File: src/rtl/mem_dump_pkg.sv
// rtl/mem_dump_pkg.sv - shared states, mode encodings and default widths for mem_dump_ctrl
package mem_dump_pkg;

   typedef enum logic [2:0] {
      IDLE   = 3'd0,
      HALT   = 3'd1,
      RD     = 3'd2,
      CAP    = 3'd3,
      EMIT   = 3'd4,
      WR     = 3'd5,
      FINISH = 3'd6
   } state_e;

   localparam logic MODE_DUMP = 1'b0;
   localparam logic MODE_FILL = 1'b1;

   localparam int DEF_ADDR_W = 16;
   localparam int DEF_DATA_W = 32;
   localparam int DEF_LEN_W  = 17;

endpackage

File: src/rtl/mem_dump_ctrl.sv
// rtl/mem_dump_ctrl.sv - debug engine that dumps or fills a window of data memory
// Optional XOR checksum of transferred words: define MEM_DUMP_CHECKSUM_EN.
module mem_dump_ctrl
   import mem_dump_pkg::*;
#(
   parameter int ADDR_W = DEF_ADDR_W,
   parameter int DATA_W = DEF_DATA_W,
   parameter int LEN_W  = DEF_LEN_W
)(
   input  logic              CLK,
   input  logic              RST,
   input  logic              start,
   input  logic              mode,
   input  logic [ADDR_W-1:0] start_addr,
   input  logic [LEN_W-1:0]  length,
   input  logic              abort,
   output logic              busy,
   output logic              done,
   output logic              halt_req,
   input  logic              halt_ack,
   output logic              mem_en,
   output logic              mem_we,
   output logic [ADDR_W-1:0] mem_addr,
   output logic [DATA_W-1:0] mem_wdata,
   input  logic [DATA_W-1:0] mem_rdata,
   output logic              out_valid,
   input  logic              out_ready,
   output logic [ADDR_W-1:0] out_addr,
   output logic [DATA_W-1:0] out_data,
   input  logic              in_valid,
   output logic              in_ready,
   input  logic [DATA_W-1:0] in_data
`ifdef MEM_DUMP_CHECKSUM_EN
   ,
   output logic [DATA_W-1:0] checksum
`endif
);

   state_e            state_q;
   logic              mode_q;
   logic [ADDR_W-1:0] cur_q, cur_d;
   logic [LEN_W-1:0]  rem_q, rem_d;
   logic [DATA_W-1:0] odata_q;
   logic [ADDR_W-1:0] oaddr_q;
   logic              last_word;
   logic              emit_fire;
   logic              wr_fire;

   // cur wraps naturally at 2^ADDR_W, so a full-length window visits every word once.
   assign cur_d     = cur_q + ADDR_W'(1);
   assign rem_d     = rem_q - LEN_W'(1);
   assign last_word = (rem_q == LEN_W'(1));

   // abort outranks a same-cycle handshake: the word is neither consumed nor written.
   assign emit_fire = (state_q == EMIT) && out_ready && !abort;
   assign wr_fire   = (state_q == WR) && in_valid && !abort;

   always_ff @(posedge CLK or posedge RST) begin
      if (RST) begin
         state_q <= IDLE;
         mode_q  <= MODE_DUMP;
         cur_q   <= '0;
         rem_q   <= '0;
         odata_q <= '0;
         oaddr_q <= '0;
      end else begin
         case (state_q)
            IDLE: begin
               if (start) begin
                  mode_q  <= mode;
                  cur_q   <= start_addr;
                  rem_q   <= length;
                  state_q <= HALT;
               end
            end
            HALT: begin
               if (abort)
                  state_q <= FINISH;
               else if (halt_ack) begin
                  if (rem_q == '0)
                     state_q <= FINISH;
                  else
                     state_q <= (mode_q == MODE_FILL) ? WR : RD;
               end
            end
            RD: state_q <= abort ? FINISH : CAP;
            CAP: begin
               odata_q <= mem_rdata;
               oaddr_q <= cur_q;
               state_q <= abort ? FINISH : EMIT;
            end
            EMIT: begin
               if (abort)
                  state_q <= FINISH;
               else if (emit_fire) begin
                  cur_q   <= cur_d;
                  rem_q   <= rem_d;
                  state_q <= last_word ? FINISH : RD;
               end
            end
            WR: begin
               if (abort)
                  state_q <= FINISH;
               else if (wr_fire) begin
                  cur_q   <= cur_d;
                  rem_q   <= rem_d;
                  if (last_word)
                     state_q <= FINISH;
               end
            end
            FINISH:  state_q <= IDLE;
            default: state_q <= IDLE;
         endcase
      end
   end

   assign busy      = (state_q != IDLE);
   assign halt_req  = busy;
   assign done      = (state_q == FINISH);
   assign out_valid = (state_q == EMIT);
   assign out_addr  = oaddr_q;
   assign out_data  = odata_q;
   assign in_ready  = (state_q == WR);
   assign mem_en    = (state_q == RD) || wr_fire;
   assign mem_we    = wr_fire;
   assign mem_addr  = cur_q;
   assign mem_wdata = wr_fire ? in_data : '0;

`ifdef MEM_DUMP_CHECKSUM_EN
   logic [DATA_W-1:0] csum_q;

   always_ff @(posedge CLK or posedge RST) begin
      if (RST)
         csum_q <= '0;
      else if ((state_q == IDLE) && start)
         csum_q <= '0;
      else if (emit_fire)
         csum_q <= csum_q ^ odata_q;
      else if (wr_fire)
         csum_q <= csum_q ^ in_data;
   end

   assign checksum = csum_q;
`endif

endmodule

File: config.mk
export PLATFORM = sky130hd
export DESIGN_NAME = mem_dump_ctrl
export DESIGN_NICKNAME = d
export VERILOG_FILES = /design/src/rtl/mem_dump_pkg.sv /design/src/rtl/mem_dump_ctrl.sv
export SDC_FILE = /design/constraint.sdc
export NUM_CORES = 1
export LEC_CHECK = 0
export BUFFER_PORTS_ARGS = -buffer_cell sky130_fd_sc_hd__buf_2
export CORE_ASPECT_RATIO = 1.2
export CORE_MARGIN = 1.5
export CORE_UTILIZATION = 47
export DETAILED_ROUTE_END_ITERATION = 6
export PLACE_DENSITY = 0.9
export SYNTH_ARGS = -nofsm -noshare
export SYNTH_HDL_FRONTEND = slang
export SYNTH_SLANG_ARGS = --single-unit
File: constraint.sdc
create_clock -name CLK -period 3.1 [get_ports CLK]
set_input_delay 0.31 -clock CLK [delete_from_list [all_inputs] [get_ports CLK]]
set_output_delay 0.31 -clock CLK [all_outputs]
set_load 0.01 [all_outputs]
==> flow_metrics.tcl, run 1 <==
set metrics [dict create \
    async_flop_share_pct 100 \
    cts_tree "yes" \
    drive_gt1_share_pct 45.2 \
    synth.largest_area_cell "dfrtp_1" \
    dp_cells 739 \
    path_cells "nand2_1, or3_1, inv_1, and2_1, buf_2" \
    pwr-share-comb_pct 44.1 \
    drtAntennaViolNets 0 \
    rsz0062_at_grt "false" \
    grt_overflow 0 \
    grt_pass1_wl_um 18300 \
    drv_slew 0 \
    synth.ff_latch_count 85 \
    crit_slowest_cell "dfrtp_1" \
    nFillCells 740 \
    postCtsHoldBufs 0 \
    cts_root_buffer "clkbuf_8" \
    ys_types 47 \
    crit_fanout 34 \
    synth_ff_type "dfrtp_1" \
    seq_power_share_pct 39.1 \
    critPathArrivalTime_ps 2440 \
    internal_power_uw 3350 \
    clock_latency_ps 350 \
    htree_levels 3 \
    dr.pass1.iters 5 \
    hold_viol 0 \
    cts_resized 0 \
    synth_enable_flop_cells 0 \
    synth_top_area_share_pct 49.0 \
    setup_viol 0 \
    drv_cap 0 \
    p_per_area_mw_per_mm2 966 \
    start_kind "flop" \
    skew_ps 15.5 \
    grt_max_degree 54 \
    period_share_pct 88.7 \
    drt_iter0_drc 247 \
    die-width_um 90.7 \
    stdcell_count 753 \
    dp_hpwl_um 8870 \
    numCtsBuffers 9 \
    crit_type "reg -> out" \
    peakVddDrop_v 0.000473 \
    avgSynthCellArea_um2 9.98 \
    grt_pass1_vias 3787 \
    drc 0 \
    grtUsageTotal_pct 23.5 \
    worst_hold_path_type "in -> async" \
    wl_um 11800 \
    period_needed_ps 2750 \
    tightest_slew_ps 892 \
    area_delta_synth_final_pct 31.9 \
    dpl_worst_slack_ps 621 \
    cp-startpoint "state_q[0]$_DFFE_PP0P_" \
    dieArea_mm2 0.00982 \
    r2r_start "rem_q[0]$_DFFE_PP0P_" \
    critPathCaptureType "output pin" \
    max_freq_mhz 364 \
    start_util_pct 48.3 \
    synth_seq_area_share_pct 49.0 \
    io_buffer_count 207 \
    die_h_um 108 \
    synth_commonest_cells "85 x dfrtp_1, 47 x mux2_2, 38 x a21oi_1" \
    p_sw_share_pct 39.3 \
    cts.sinks 85 \
    synth_area_leaders "dfrtp_1 49%, mux2_2 12%, and2_1 4.9%" \
    syn_inst 435 \
    synth_area_mm2 0.00434 \
    vias 4094 \
    core_area_mm2 0.00899 \
    ios 208 \
    clk_pin_slew_worst_paths_ps 90 \
    place.gp.congestion 0.904 \
    max-slew-margin-rel_pct 40.4 \
    clk_path_buf_depth 2 \
    whs_ps 119 \
    timing.final.ws_setup_ps 351 \
    antenna_found_initial 1 \
    switchingPower_uw 2170 \
    vias_per_cell 5.44 \
    syn_nets 544 \
    post_cts_buffers 0 \
    n_antenna_cell 0 \
    cpPeakStageDelay_ps 650 \
    p_leak_uw 0.00280 \
    r2r_cells 7 \
    yosysWarnings 0 \
    clock_power_share_pct 16.8 \
    critPathRequiredTime_ps 2790 \
    final_nets 739 \
    tns_ps 0 \
    yosysMostFrequentCell "dfrtp_1" \
    wl_per_cell_um 15.7 \
    outcome "finished, final reports clean" \
    rows 38 \
]
## sequential cells by signal, summed over array words and instances, names as in the netlist
register	flops
out_data	32
mode_q	1
state_q	3
rem_q	17
out_addr	16
mem_addr	16
## placed cells by master (no fill, tap or decap), types with 2 or more instances in the layout
cell type,n
nor2_1,23
clkbuf_8,10
o31ai_1,2
mux2i_1,2
nand4_1,3
inv_1,8
ha_1,4
a211o_1,3
o22ai_1,14
a32oi_1,2
mux2_2,47
nand3_1,10
bufinv_16,3
and2_1,34
o21ai_0,26
buf_2,207
and4_1,3
o32ai_1,2
o2bb2a_1,2
nor2b_1,3
dfrtp_1,85
nand2_1,35
o31a_1,2
or2_2,2
or4_1,6
a21oi_1,38
nor3_1,8
nor4_1,2
a2bb2oi_1,5
or3_1,5
a31oi_1,4
a22o_1,4
buf_4,8
and3_1,3
## path summary, 6_finish.rpt
check / endpoint / slack (ps)
min in group CLK: out_data[18]$_DFFE_PP0N_ / 190
max in group asynchronous: rem_q[0]$_DFFE_PP0P_ / 2180
setup / recovery: mem_wdata[19] / 350
setup reg to reg: rem_q[14]$_DFFE_PP0P_ / 600
hold / removal: mem_addr[1]$_DFFE_PP0P_ / 120
hold reg to reg: out_addr[4]$_DFFE_PP0N_ / 490
## area by class of cell
type	count	area [um2]	area share, %
multi-input cells	310	2080	36.3
inverters	9	35.0	0.612
repair buffers	215	1100	19.1
clock inverters	4	97.6	1.70
flip-flops and latches	85	2130	37.2
clock buffers	10	138	2.40
well taps	120	150	2.62
## worst max-delay path: cells and delay by family (launching register included)
family | cells | cell delay [ps]
and+or+nand+nor | 3 | 760
buffers and inverters | 2 | 690
DFF | 1 | 650
## per-stage QoR
| stage | util, % | total power [uW] | area, um2 |
|---|---|---|---|
| detailed placement | 61.1 | 4630 | 5490 |
| global route | 63.7 | 5900 | 5720 |
| floorplan | - | 3670 | 4340 |
| global placement | 61.1 | 4480 | 5490 |
| CTS | 63.7 | 5560 | 5720 |
| finish | 63.7 | 5530 | 5720 |
## power by group through the flow
stage / logic (uW) / clock network (uW) / registers [uW]
after floorplan: 1440 / 0 / 2240
after global placement: 2350 / 0 / 2130
after detailed placement: 2450 / 0 / 2180
after CTS: 2460 / 945 / 2160
after global routing: 2670 / 982 / 2250
final: 2440 / 926 / 2160
## cells by family after synthesis
| family | synth area share (%) |
|---|---|
| and+or+nand+nor | 17.5 |
| adders and majority gates | 1.15 |
| buffers and inverters | 3.58 |
| AOI/OAI and AO/OA | 16.1 |
| DFF | 49.0 |
| muxes | 12.7 |
## layer usage
metal,vias to the layer above,GRT usage [%],wire (um)
met5,-,0,0
met4,0,8.73,172
met3,17,4.08,796
met2,167,38.0,5840
met1,1958,31.6,5020
li1,1952,-,-
(Power assumes the default switching activity.)
==> inputs of run 2 (changes only) <==
==> constraint.sdc (replaced) <==
create_clock -name CLK -period 3.1 [get_ports CLK]
set_input_delay 0.62 -clock CLK [delete_from_list [all_inputs] [get_ports CLK]]
set_output_delay 0.62 -clock CLK [all_outputs]
set_load 0.01 [all_outputs]
==> run 2 against run 1 <==
Sequential cell count unchanged. Power decreased by 3.7%. Critical path depth unchanged. Non-clock buffer count decreased by 2. Design area decreased by 0.87%. Via count increased by 1.3%. Die area unchanged. Final cell count unchanged. Register-to-register slack got worse by 30 ps. Combinational power about the same. Sequential share of layout area increased by 0.33 points. Largest power group unchanged. Highest routed layer is now met5.
==> flow_metrics.tcl, run 2 (synthesized netlist as in run 1, its figures left out) <==
set metrics [dict create \
    critical-path-top-delay-family "simple AND/OR/NAND/NOR gates" \
    dp_hpwl_um 9000 \
    power_uw 5320 \
    drv_cap 0 \
    largest_register_ffs 32 \
    dieArea_mm2 0.00982 \
    path_cells "nand2b_1, or3_1, clkinvlp_4, and2_1, buf_2" \
    drtAntennaViolNets 0 \
    multi_input_area_mm2 0.00208 \
    whs_ps 350 \
    grt_pass1_wl_um 19000 \
    ios 208 \
    grt_overflow 0 \
    dr.pass1.iters 5 \
    postCtsHoldBufs 0 \
    cp.buffers_inverters 2 \
    seq_area_mm2 0.00213 \
    wl_um 12100 \
    stdcell_count 753 \
    htree_levels 3 \
    crit_fanout 34 \
    tightest_slew_ps 759 \
    period_needed_ps 2890 \
    place.gp.congestion 0.911 \
    drt_iter0_drc 260 \
    grtUsageTotal_pct 24.3 \
    crit_type "reg -> out" \
    cts.sinks 85 \
    max-slew-margin-rel_pct 49.3 \
    drv_slew 0 \
    area_delta_synth_final_pct 30.8 \
    internal_power_uw 3120 \
    rsz0062_at_grt "false" \
    dp_cells 737 \
    critPathCaptureType "output pin" \
    clock_latency_ps 340 \
    dpl_worst_slack_ps 363 \
    switchingPower_uw 2210 \
    clock_power_share_pct 13.6 \
    grt_max_degree 86 \
    vias 4146 \
    core_area_mm2 0.00899 \
    final_nets 737 \
    clk_pin_slew_worst_paths_ps 90 \
    seq_power_share_pct 40.6 \
    cts_root_buffer "clkbuf_8" \
    tns_ps 0 \
    wl_per_cell_um 16.0 \
    final_common_cell "buf_2" \
    worst_hold_path_type "in -> async" \
    crit_slowest_cell "dfrtp_1" \
    drc 0 \
    hold_viol 0 \
    timing.final.ws_setup_ps 208 \
    pwr-share-comb_pct 45.8 \
    max_freq_mhz 346 \
    grt_pass1_vias 3872 \
    drive_gt1_share_pct 45.3 \
    die-width_um 90.7 \
    nFillCells 768 \
    rows 38 \
    critPathArrivalTime_ps 2270 \
    n_antenna_cell 0 \
    period_share_pct 93.3 \
    antenna_found_initial 1 \
    vias_per_cell 5.51 \
    final_cell_mix "207 x buf_2, 85 x dfrtp_1, 47 x mux2_2" \
    p_leak_uw 0.00276 \
    io_buffer_count 207 \
    cpPeakStageDelay_ps 640 \
    clk_path_buf_depth 2 \
    critPathRequiredTime_ps 2480 \
    start_kind "flop" \
    outcome "finished, final reports clean" \
    die_h_um 108 \
    start_util_pct 48.3 \
    numCtsBuffers 9 \
    p_sw_share_pct 41.5 \
    peakVddDrop_v 0.000390 \
    cts_tree "yes" \
    skew_ps 12.7 \
    setup_viol 0 \
    p_per_area_mw_per_mm2 938 \
]
[run 2: cell count changes in the layout (fill, tap and decap cells not counted)]
cell        delta
buf_12         +1
buf_4          -3
bufinv_16      -3
clkinv_2       +1
clkinv_4       +2
clkinvlp_4     +2
inv_1          -1
inv_6          +1
[run 2: metal layers]
layer	part of all wire [%]	global-route usage [%]	up-vias
met4	1.7	9.18	2
met3	6.5	3.73	20
met1	42	32.7	1990
met2	50	39.9	177
met5	0.10	0	-
li1	-	-	1957
[run 2: repair_timing]
action / in CTS / in global routing
resized for setup: 0 / 1
setup endpoints to repair: 0 / 34
setup buffers: 0 / 0
[run 2: power by group through the flow]
stage | Combinational, uW | Sequential (uW) | Clock, uW
6_report | 2440 | 2160 | 722
5_1_grt | 2680 | 2240 | 797
4_1_cts | 2450 | 2160 | 741
3_5_place_dp | 2450 | 2180 | 0
3_3_place_gp | 2340 | 2120 | 0
2_1_floorplan | 1440 | 2240 | 0
[run 2: final timing paths]
path	endpoint	slack, ps	from	depth (start not counted)
max	mem_wdata[30]	210	state_q[1]$_DFFE_PP0P_	5
min	out_data[25]$_DFFE_PP0N_	350	RST	3
max reg2reg	rem_q[14]$_DFFE_PP0P_	570	rem_q[0]$_DFFE_PP0P_	7
min reg2reg	out_addr[11]$_DFFE_PP0N_	490	out_addr[11]$_DFFE_PP0N_	2
max in group asynchronous	state_q[1]$_DFFE_PP0P_	2390	RST	3
min in group CLK	out_addr[11]$_DFFE_PP0N_	490	out_addr[11]$_DFFE_PP0N_	2
[run 2: area by class of cell]
type	count	area share [%]
Sequential cell	85	37.5
Multi-Input combinational cell	310	36.7
Timing Repair Buffer	213	19.3
Tap cell	120	2.65
Clock buffer	10	2.43
Clock inverter	6	0.816
Inverter	9	0.684
[run 2: tightest hold or removal path, delay by kind of cell]
kind,cells,cell delay [ps]
buf+inv,3,510
[run 2: stage by stage]
stage | cell area [um2] | util [%]
floorplan | 4340 | -
global placement | 5490 | 61.1
detailed placement | 5490 | 61.1
CTS | 5670 | 63.1
global route | 5670 | 63.1
finish | 5670 | 63.1
